--- src/rtl/freq_sweep_pkg.sv ---
// Shared definitions for the frequency sweep controller: mode encodings,
// controller state type and default sizing constants.
package freq_sweep_pkg;

   localparam int DEF_FREQ_W   = 20;
   localparam int DEF_DWELL_W  = 24;
   localparam int DEF_MAX_FREQ = 999_999;

   localparam logic [1:0] SWEEP_SINGLE = 2'b00;
   localparam logic [1:0] SWEEP_SAW    = 2'b01;
   localparam logic [1:0] SWEEP_TRI    = 2'b10;

   typedef enum logic [1:0] {
      IDLE  = 2'd0,
      SWEEP = 2'd1,
      HOLD  = 2'd2
   } sweep_state_t;

endpackage

--- src/rtl/sweep_dwell_timer.sv ---
// Loadable dwell down-counter; expire is high while enabled and the count
// has reached zero, i.e. during the last cycle of the current dwell.
module sweep_dwell_timer
   import freq_sweep_pkg::*;
#(
   parameter int W = DEF_DWELL_W
) (
   input  logic         clk,
   input  logic         rst_n,
   input  logic         load,
   input  logic         en,
   input  logic [W-1:0] load_val,
   output logic         expire
);

   logic [W-1:0] cnt;

   always_ff @(posedge clk or negedge rst_n) begin
      if (!rst_n) begin
         cnt <= '0;
      end else if (load) begin
         cnt <= load_val;
      end else if (en && cnt != '0) begin
         cnt <= cnt - W'(1);
      end
   end

   assign expire = en && (cnt == '0);

endmodule

--- src/rtl/freq_sweep_ctrl.sv ---
// Linear frequency sweep controller feeding the NCO phase accumulator.
// Define SWEEP_CNT_EN to add the saturating sweep_count output.
module freq_sweep_ctrl
   import freq_sweep_pkg::*;
#(
   parameter int FREQ_W   = DEF_FREQ_W,
   parameter int DWELL_W  = DEF_DWELL_W,
   parameter int MAX_FREQ = DEF_MAX_FREQ
`ifdef SWEEP_CNT_EN
   ,
   parameter int CNT_W    = 16
`endif
) (
   input  logic               clk,
   input  logic               rst_n,
   input  logic [FREQ_W-1:0]  freq_manual,
   input  logic               start,
   input  logic               stop,
   input  logic [FREQ_W-1:0]  f_start,
   input  logic [FREQ_W-1:0]  f_stop,
   input  logic [FREQ_W-1:0]  step_hz,
   input  logic [DWELL_W-1:0] dwell,
   input  logic [1:0]         mode,
   output logic [FREQ_W-1:0]  freq_word,
   output logic               freq_upd,
   output logic               busy,
   output logic               done,
   output logic               wrap,
   output logic               dir_down
`ifdef SWEEP_CNT_EN
   ,
   output logic [CNT_W-1:0]   sweep_count
`endif
);

   localparam logic [FREQ_W-1:0] MAX_F = FREQ_W'(MAX_FREQ);

   sweep_state_t       state;
   logic [FREQ_W-1:0]  sh_start;
   logic [FREQ_W-1:0]  sh_stop;
   logic [FREQ_W-1:0]  sh_step;
   logic [FREQ_W-1:0]  target;
   logic [DWELL_W-1:0] sh_dwell_m1;
   logic [1:0]         sh_mode;

   logic [FREQ_W-1:0]  in_start_c;
   logic [FREQ_W-1:0]  in_stop_c;
   logic [DWELL_W-1:0] in_dwell_m1;
   logic               degenerate;
   logic               at_target;
   logic               step_down;
   logic [FREQ_W-1:0]  step_target;
   logic [FREQ_W-1:0]  step_next;
   logic               is_single;
   logic               timer_load;
   logic [DWELL_W-1:0] timer_val;
   logic               expire;

   // Widened by one bit so cur+step can never wrap past the target.
   function automatic logic [FREQ_W-1:0] next_freq(
      input logic [FREQ_W-1:0] cur,
      input logic [FREQ_W-1:0] tgt,
      input logic [FREQ_W-1:0] stp,
      input logic              down
   );
      logic [FREQ_W:0] sum;
      logic [FREQ_W:0] diff;
      sum  = {1'b0, cur} + {1'b0, stp};
      diff = {1'b0, cur} - {1'b0, tgt};
      if (down)
         next_freq = (diff <= {1'b0, stp}) ? tgt : cur - stp;
      else
         next_freq = (sum >= {1'b0, tgt}) ? tgt : sum[FREQ_W-1:0];
   endfunction

   always_comb begin
      in_start_c  = (f_start > MAX_F) ? MAX_F : f_start;
      in_stop_c   = (f_stop > MAX_F) ? MAX_F : f_stop;
      in_dwell_m1 = (dwell == '0) ? '0 : dwell - DWELL_W'(1);
      degenerate  = (step_hz == '0) || (in_start_c == in_stop_c);
      at_target   = (freq_word == target);
      is_single   = !(sh_mode == SWEEP_SAW || sh_mode == SWEEP_TRI);
      // At a triangle endpoint the next step heads back toward the other end.
      step_target = at_target ? ((target == sh_stop) ? sh_start : sh_stop) : target;
      step_down   = at_target ? ~dir_down : dir_down;
      step_next   = next_freq(freq_word, step_target, sh_step, step_down);
      timer_load  = start || (state == SWEEP && expire);
      timer_val   = start ? in_dwell_m1 : sh_dwell_m1;
   end

   sweep_dwell_timer #(
      .W (DWELL_W)
   ) u_dwell (
      .clk      (clk),
      .rst_n    (rst_n),
      .load     (timer_load),
      .en       (state == SWEEP),
      .load_val (timer_val),
      .expire   (expire)
   );

   always_ff @(posedge clk or negedge rst_n) begin
      if (!rst_n) begin
         state       <= IDLE;
         freq_word   <= '0;
         freq_upd    <= 1'b0;
         busy        <= 1'b0;
         done        <= 1'b0;
         wrap        <= 1'b0;
         dir_down    <= 1'b0;
         sh_start    <= '0;
         sh_stop     <= '0;
         sh_step     <= '0;
         sh_dwell_m1 <= '0;
         sh_mode     <= SWEEP_SINGLE;
         target      <= '0;
      end else begin
         freq_upd <= 1'b0;
         done     <= 1'b0;
         wrap     <= 1'b0;
         if (stop) begin
            state     <= IDLE;
            busy      <= 1'b0;
            dir_down  <= 1'b0;
            freq_word <= freq_manual;
         end else if (start) begin
            sh_start    <= in_start_c;
            sh_stop     <= in_stop_c;
            sh_step     <= step_hz;
            sh_dwell_m1 <= in_dwell_m1;
            sh_mode     <= mode;
            target      <= in_stop_c;
            dir_down    <= (in_stop_c < in_start_c);
            freq_word   <= in_start_c;
            freq_upd    <= 1'b1;
            if (degenerate) begin
               state <= HOLD;
               busy  <= 1'b0;
               done  <= 1'b1;
            end else begin
               state <= SWEEP;
               busy  <= 1'b1;
            end
         end else begin
            case (state)
               IDLE: freq_word <= freq_manual;
               SWEEP: begin
                  if (expire) begin
                     if (at_target && is_single) begin
                        state <= HOLD;
                        busy  <= 1'b0;
                        done  <= 1'b1;
                     end else if (at_target && sh_mode == SWEEP_SAW) begin
                        freq_word <= sh_start;
                        freq_upd  <= 1'b1;
                        wrap      <= 1'b1;
                     end else if (at_target) begin
                        freq_word <= step_next;
                        freq_upd  <= 1'b1;
                        wrap      <= 1'b1;
                        dir_down  <= step_down;
                        target    <= step_target;
                     end else begin
                        freq_word <= step_next;
                        freq_upd  <= 1'b1;
                     end
                  end
               end
               HOLD: state <= HOLD;
               default: begin
                  state <= IDLE;
                  busy  <= 1'b0;
               end
            endcase
         end
      end
   end

`ifdef SWEEP_CNT_EN
   // Counts endpoint events; a fresh start restarts the tally.
   always_ff @(posedge clk or negedge rst_n) begin
      if (!rst_n) begin
         sweep_count <= '0;
      end else if (start && !stop) begin
         sweep_count <= '0;
      end else if ((done || wrap) && sweep_count != '1) begin
         sweep_count <= sweep_count + CNT_W'(1);
      end
   end
`endif

endmodule

--- config.mk ---
export PLATFORM = sky130hd
export DESIGN_NAME = freq_sweep_ctrl
export DESIGN_NICKNAME = d
export VERILOG_FILES = /design/src/rtl/freq_sweep_pkg.sv /design/src/rtl/sweep_dwell_timer.sv /design/src/rtl/freq_sweep_ctrl.sv
export SDC_FILE = /design/constraint.sdc
export NUM_CORES = 1
export LEC_CHECK = 0
export CORE_MARGIN = 2
export CORE_UTILIZATION = 50
export DETAILED_ROUTE_END_ITERATION = 8
export PLACE_DENSITY_LB_ADDON = 0.1
export SYNTH_ARGS = -nofsm -noshare
export SYNTH_HDL_FRONTEND = slang
export SYNTH_SLANG_ARGS = --single-unit
--- constraint.sdc ---
create_clock -name clk -period 8 [get_ports clk]
set_clock_uncertainty 0.15 [all_clocks]
set_input_delay 1.6 -clock clk [delete_from_list [all_inputs] [get_ports clk]]
set_output_delay 1.6 -clock clk [all_outputs]
set_load 0.01 [all_outputs]
==> flow_summary.json <==
{
  "outcome": "completed",
  "ios": 135,
  "netlist_top_cells_area": "dfrtp_1 (29%), ha_1 (11%), o21ai_0 (6.1%)",
  "drcViolationCount": 0,
  "row_count": 60,
  "routed.top_layer": "met5",
  "power.leakage_nw": 6.84,
  "diodes": 0,
  "slew_headroom": 0.276,
  "period_minus_slack_ns": 7.53,
  "die_w_um": 169,
  "grt_pass1_vias": 12922,
  "clock_sinks": 157,
  "max_freq_ghz": 0.133,
  "routedWlPerCell_um": 22.5,
  "synth_nets": 1946,
  "grt_pass1_wl_um": 74200,
  "grt_max_degree": 94,
  "critPathMaxFanout": 18,
  "synth_ff_type": "dfrtp_1",
  "m1WireLength_um": 21600,
  "max-vdd-ir-drop_mv": 0.142,
  "cp_top_family": "compound AO/OA/AOI/OAI gates",
  "vias_per_cell": 6.35,
  "synth_area_leader_cell": "dfrtp_1",
  "async_reset_ff_frac": 1.00,
  "worst_pin_slew_ns": 1.08,
  "netlist.area_leader.share": 0.288,
  "end_kind": "flip-flop",
  "power.switching_mw": 1.80,
  "max_stage_delay_ns": 0.79,
  "fin_cells": 2161,
  "routed-via-count": 13720,
  "drv_cap": 0,
  "post-route-period-util": 0.942,
  "p_int_mw": 2.23,
  "yosysUniqueCellTypes": 75,
  "clock_latency_ns": 0.45,
  "clkPwrFrac": 0.211,
  "cts-root-buf": "clkbuf_16",
  "setup-tns-final_ns": 0,
  "crit_type": "flip-flop to flip-flop",
  "rsz0062_at_grt": "no",
  "netSwitchingFraction": 0.446,
  "grt_usage": 0.341,
  "ys_ff_latch": 157,
  "dpl.hpwl_um": 37700,
  "antenna_found_initial": 0,
  "netlist_instances": 1711,
  "hold_viol": 0,
  "wirelength_um": 48700,
  "cts_tree": "built",
  "postCtsSetupBuffers": 0,
  "slowest_stage": "nor2_2",
  "clkTransAtPathRegs_ns": 0.07,
  "dr.pass1.iters": 6,
  "holdBufCountCts": 0,
  "cts_inserted_buffers": 17,
  "hp-class": "flip-flop to flip-flop",
  "report.final.setup_viol": 0,
  "comb_power_share": 0.523,
  "cts_buffer_depth": 2,
  "yosys_warnings": 0,
  "drtAntennaViolNets": 0,
  "nets": 2043,
  "die-area_um2": 28700,
  "port_buffers": 134,
  "drive_above_1_share": 0.0720,
  "drt-initial-drc-count": 1545,
  "start_kind": "flip-flop",
  "grt_overflow": 0,
  "gp_congestion": 0.962,
  "core_um2": 26900,
  "synth.cell_area_um2": 13700,
  "cts.htree.levels": 4,
  "post_cts_resized": 0,
  "route.met3.wl_um": 4320,
  "crit_buf_inv": 2,
  "final_max_slew_viol_count": 0,
  "dieHeight_um": 169,
  "synth_edf_count": 0,
  "start_util": 0.508,
  "p_seq_frac": 0.266,
  "cp.required_ns": 8.22,
  "crit_arrival_ns": 7.76,
  "syn_avg_cell_area_um2": 7.98,
  "dp.cells": 2130,
  "route.met2.wl_um": 20700,
  "holdWs_ns": 0.330,
  "synth-seq-area-share": 0.288,
  "area_growth_pct": 16.7,
  "powerDensity_nw_per_um2": 253
}
-- routing by layer --
metal,vias to the layer above,GRT usage
met3,115,0.0632
met4,4,0.139
met1,6543,0.483
li1,6358,-
met5,-,0.0243
met2,700,0.510
-- state kept, by name, summed over array words and instances (netlist names) --
signal       flops
sh_dwell_m1     24
u_dwell.cnt     24
freq_word       20
sh_start        20
sh_step         20
sh_stop         20
target          20
sh_mode          2
state            2
busy             1
dir_down         1
done             1
freq_upd         1
wrap             1
-- cell usage after synthesis, types with 10 or more instances --
| cell type | n |
|---|---|
| dfrtp_1 | 157 |
| nand4_1 | 17 |
| nand2b_1 | 24 |
| mux2i_1 | 21 |
| a21oi_1 | 140 |
| clkbuf_1 | 76 |
| ha_1 | 122 |
| nor3_1 | 39 |
| o21ai_0 | 166 |
| o31ai_1 | 15 |
| o22ai_1 | 12 |
| a21o_1 | 25 |
| o221ai_1 | 14 |
| nor4_1 | 28 |
| xnor2_1 | 34 |
| nor2b_1 | 19 |
| nand3_1 | 37 |
| nand2_1 | 173 |
| mux2_2 | 42 |
| or3_1 | 15 |
| a31oi_1 | 19 |
| a211oi_1 | 14 |
| and2_1 | 10 |
| nor2_1 | 171 |
| inv_1 | 81 |
| o21a_1 | 16 |
| o211ai_1 | 11 |
| xor2_1 | 70 |
-- worst register-to-register path, delay by kind of cell, from the launching register on --
family	cells	cell delay (ns)
xor+xnor	2	0.42
fa+ha+maj	3	0.93
compound gates	13	2.79
simple gates	8	2.40
flops	1	0.54
buf+inv	2	0.24
-- cell families after synthesis --
group	synth area share
AOI/OAI and AO/OA	0.232
adders and majority gates	0.117
DFF	0.288
muxes	0.0500
and+or+nand+nor	0.198
buffers and inverters	0.0482
xor gates and xnor gates	0.0667
-- per-stage QoR --
| stage | power, mW | cell area, um^2 | util | worst slack [ns] |
|---|---|---|---|---|
| after global routing | 4.28 | 15900 | 0.593 | 0.0501 |
| after global placement | 3.13 | 15300 | 0.571 | 0.482 |
| after CTS | 4.00 | 15900 | 0.593 | 0.195 |
| after floorplan | 2.43 | 13700 | - | 1.28 |
| final | 4.03 | 15900 | 0.593 | 0.465 |
| after detailed placement | 3.14 | 15300 | 0.571 | 0.243 |
-- power groups by stage --
stage | clock (mW) | combinational [mW] | sequential [mW]
after floorplan | 0 | 1.39 | 1.04
after CTS | 0.862 | 2.07 | 1.07
after detailed placement | 0 | 2.05 | 1.08
after global routing | 0.889 | 2.30 | 1.09
final | 0.850 | 2.11 | 1.07
after global placement | 0 | 2.05 | 1.08
-- path summary, 6_finish.rpt --
check | startpoint | to | slack (ns) | cells after the start
worst min register to register | sh_dwell_m1[22] | sh_dwell_m1[22] | 0.33 | 2
worst max register to register | freq_word[17] | freq_word[11] | 0.47 | 28
worst max-delay path | freq_word[17] | freq_word[11] | 0.47 | 28
max in group asynchronous | rst_n | u_dwell.cnt[16] | 5.23 | 2
worst min-delay path | sh_dwell_m1[22] | sh_dwell_m1[22] | 0.33 | 2
min in group asynchronous | rst_n | sh_step[10] | 1.05 | 1
-- placed cells by master (no fill, tap or decap), types with 6 or more instances in the layout --
master and n:
nand2_1 173, nor2_1 168, o21ai_0 166, dfrtp_1 157, a21oi_1 140, clkdlybuf4s50_1 132
ha_1 122, inv_1 81, xor2_1 70, mux2_2 42, nor3_1 39, nand3_1 37
xnor2_1 34, buf_4 34, nor4_1 28, a21o_1 25, nand2b_1 23, mux2i_1 21
nor2b_1 19, a31oi_1 19, nand4_1 17, clkbuf_16 17, o21a_1 16, or3_1 15
o31ai_1 15, o221ai_1 14, a211oi_1 14, o22ai_1 12, o211ai_1 11, and2_1 10
or2_2 8, o21bai_1 8, or4_1 8, a221oi_1 7, a311oi_1 7, and3_1 6
o22a_1 6, a2111o_1 6
-- layout make-up --
type / instances / area, um^2
Sequential cell: 157 / 3930
Fill cell: 2543 / 10900
Clock inverter: 10 / 128
Clock buffer: 21 / 460
Multi-Input combinational cell: 1382 / 9090
Tap cell: 341 / 427
Inverter: 82 / 308
Timing Repair Buffer: 168 / 1590
(Power assumes the default switching activity.)
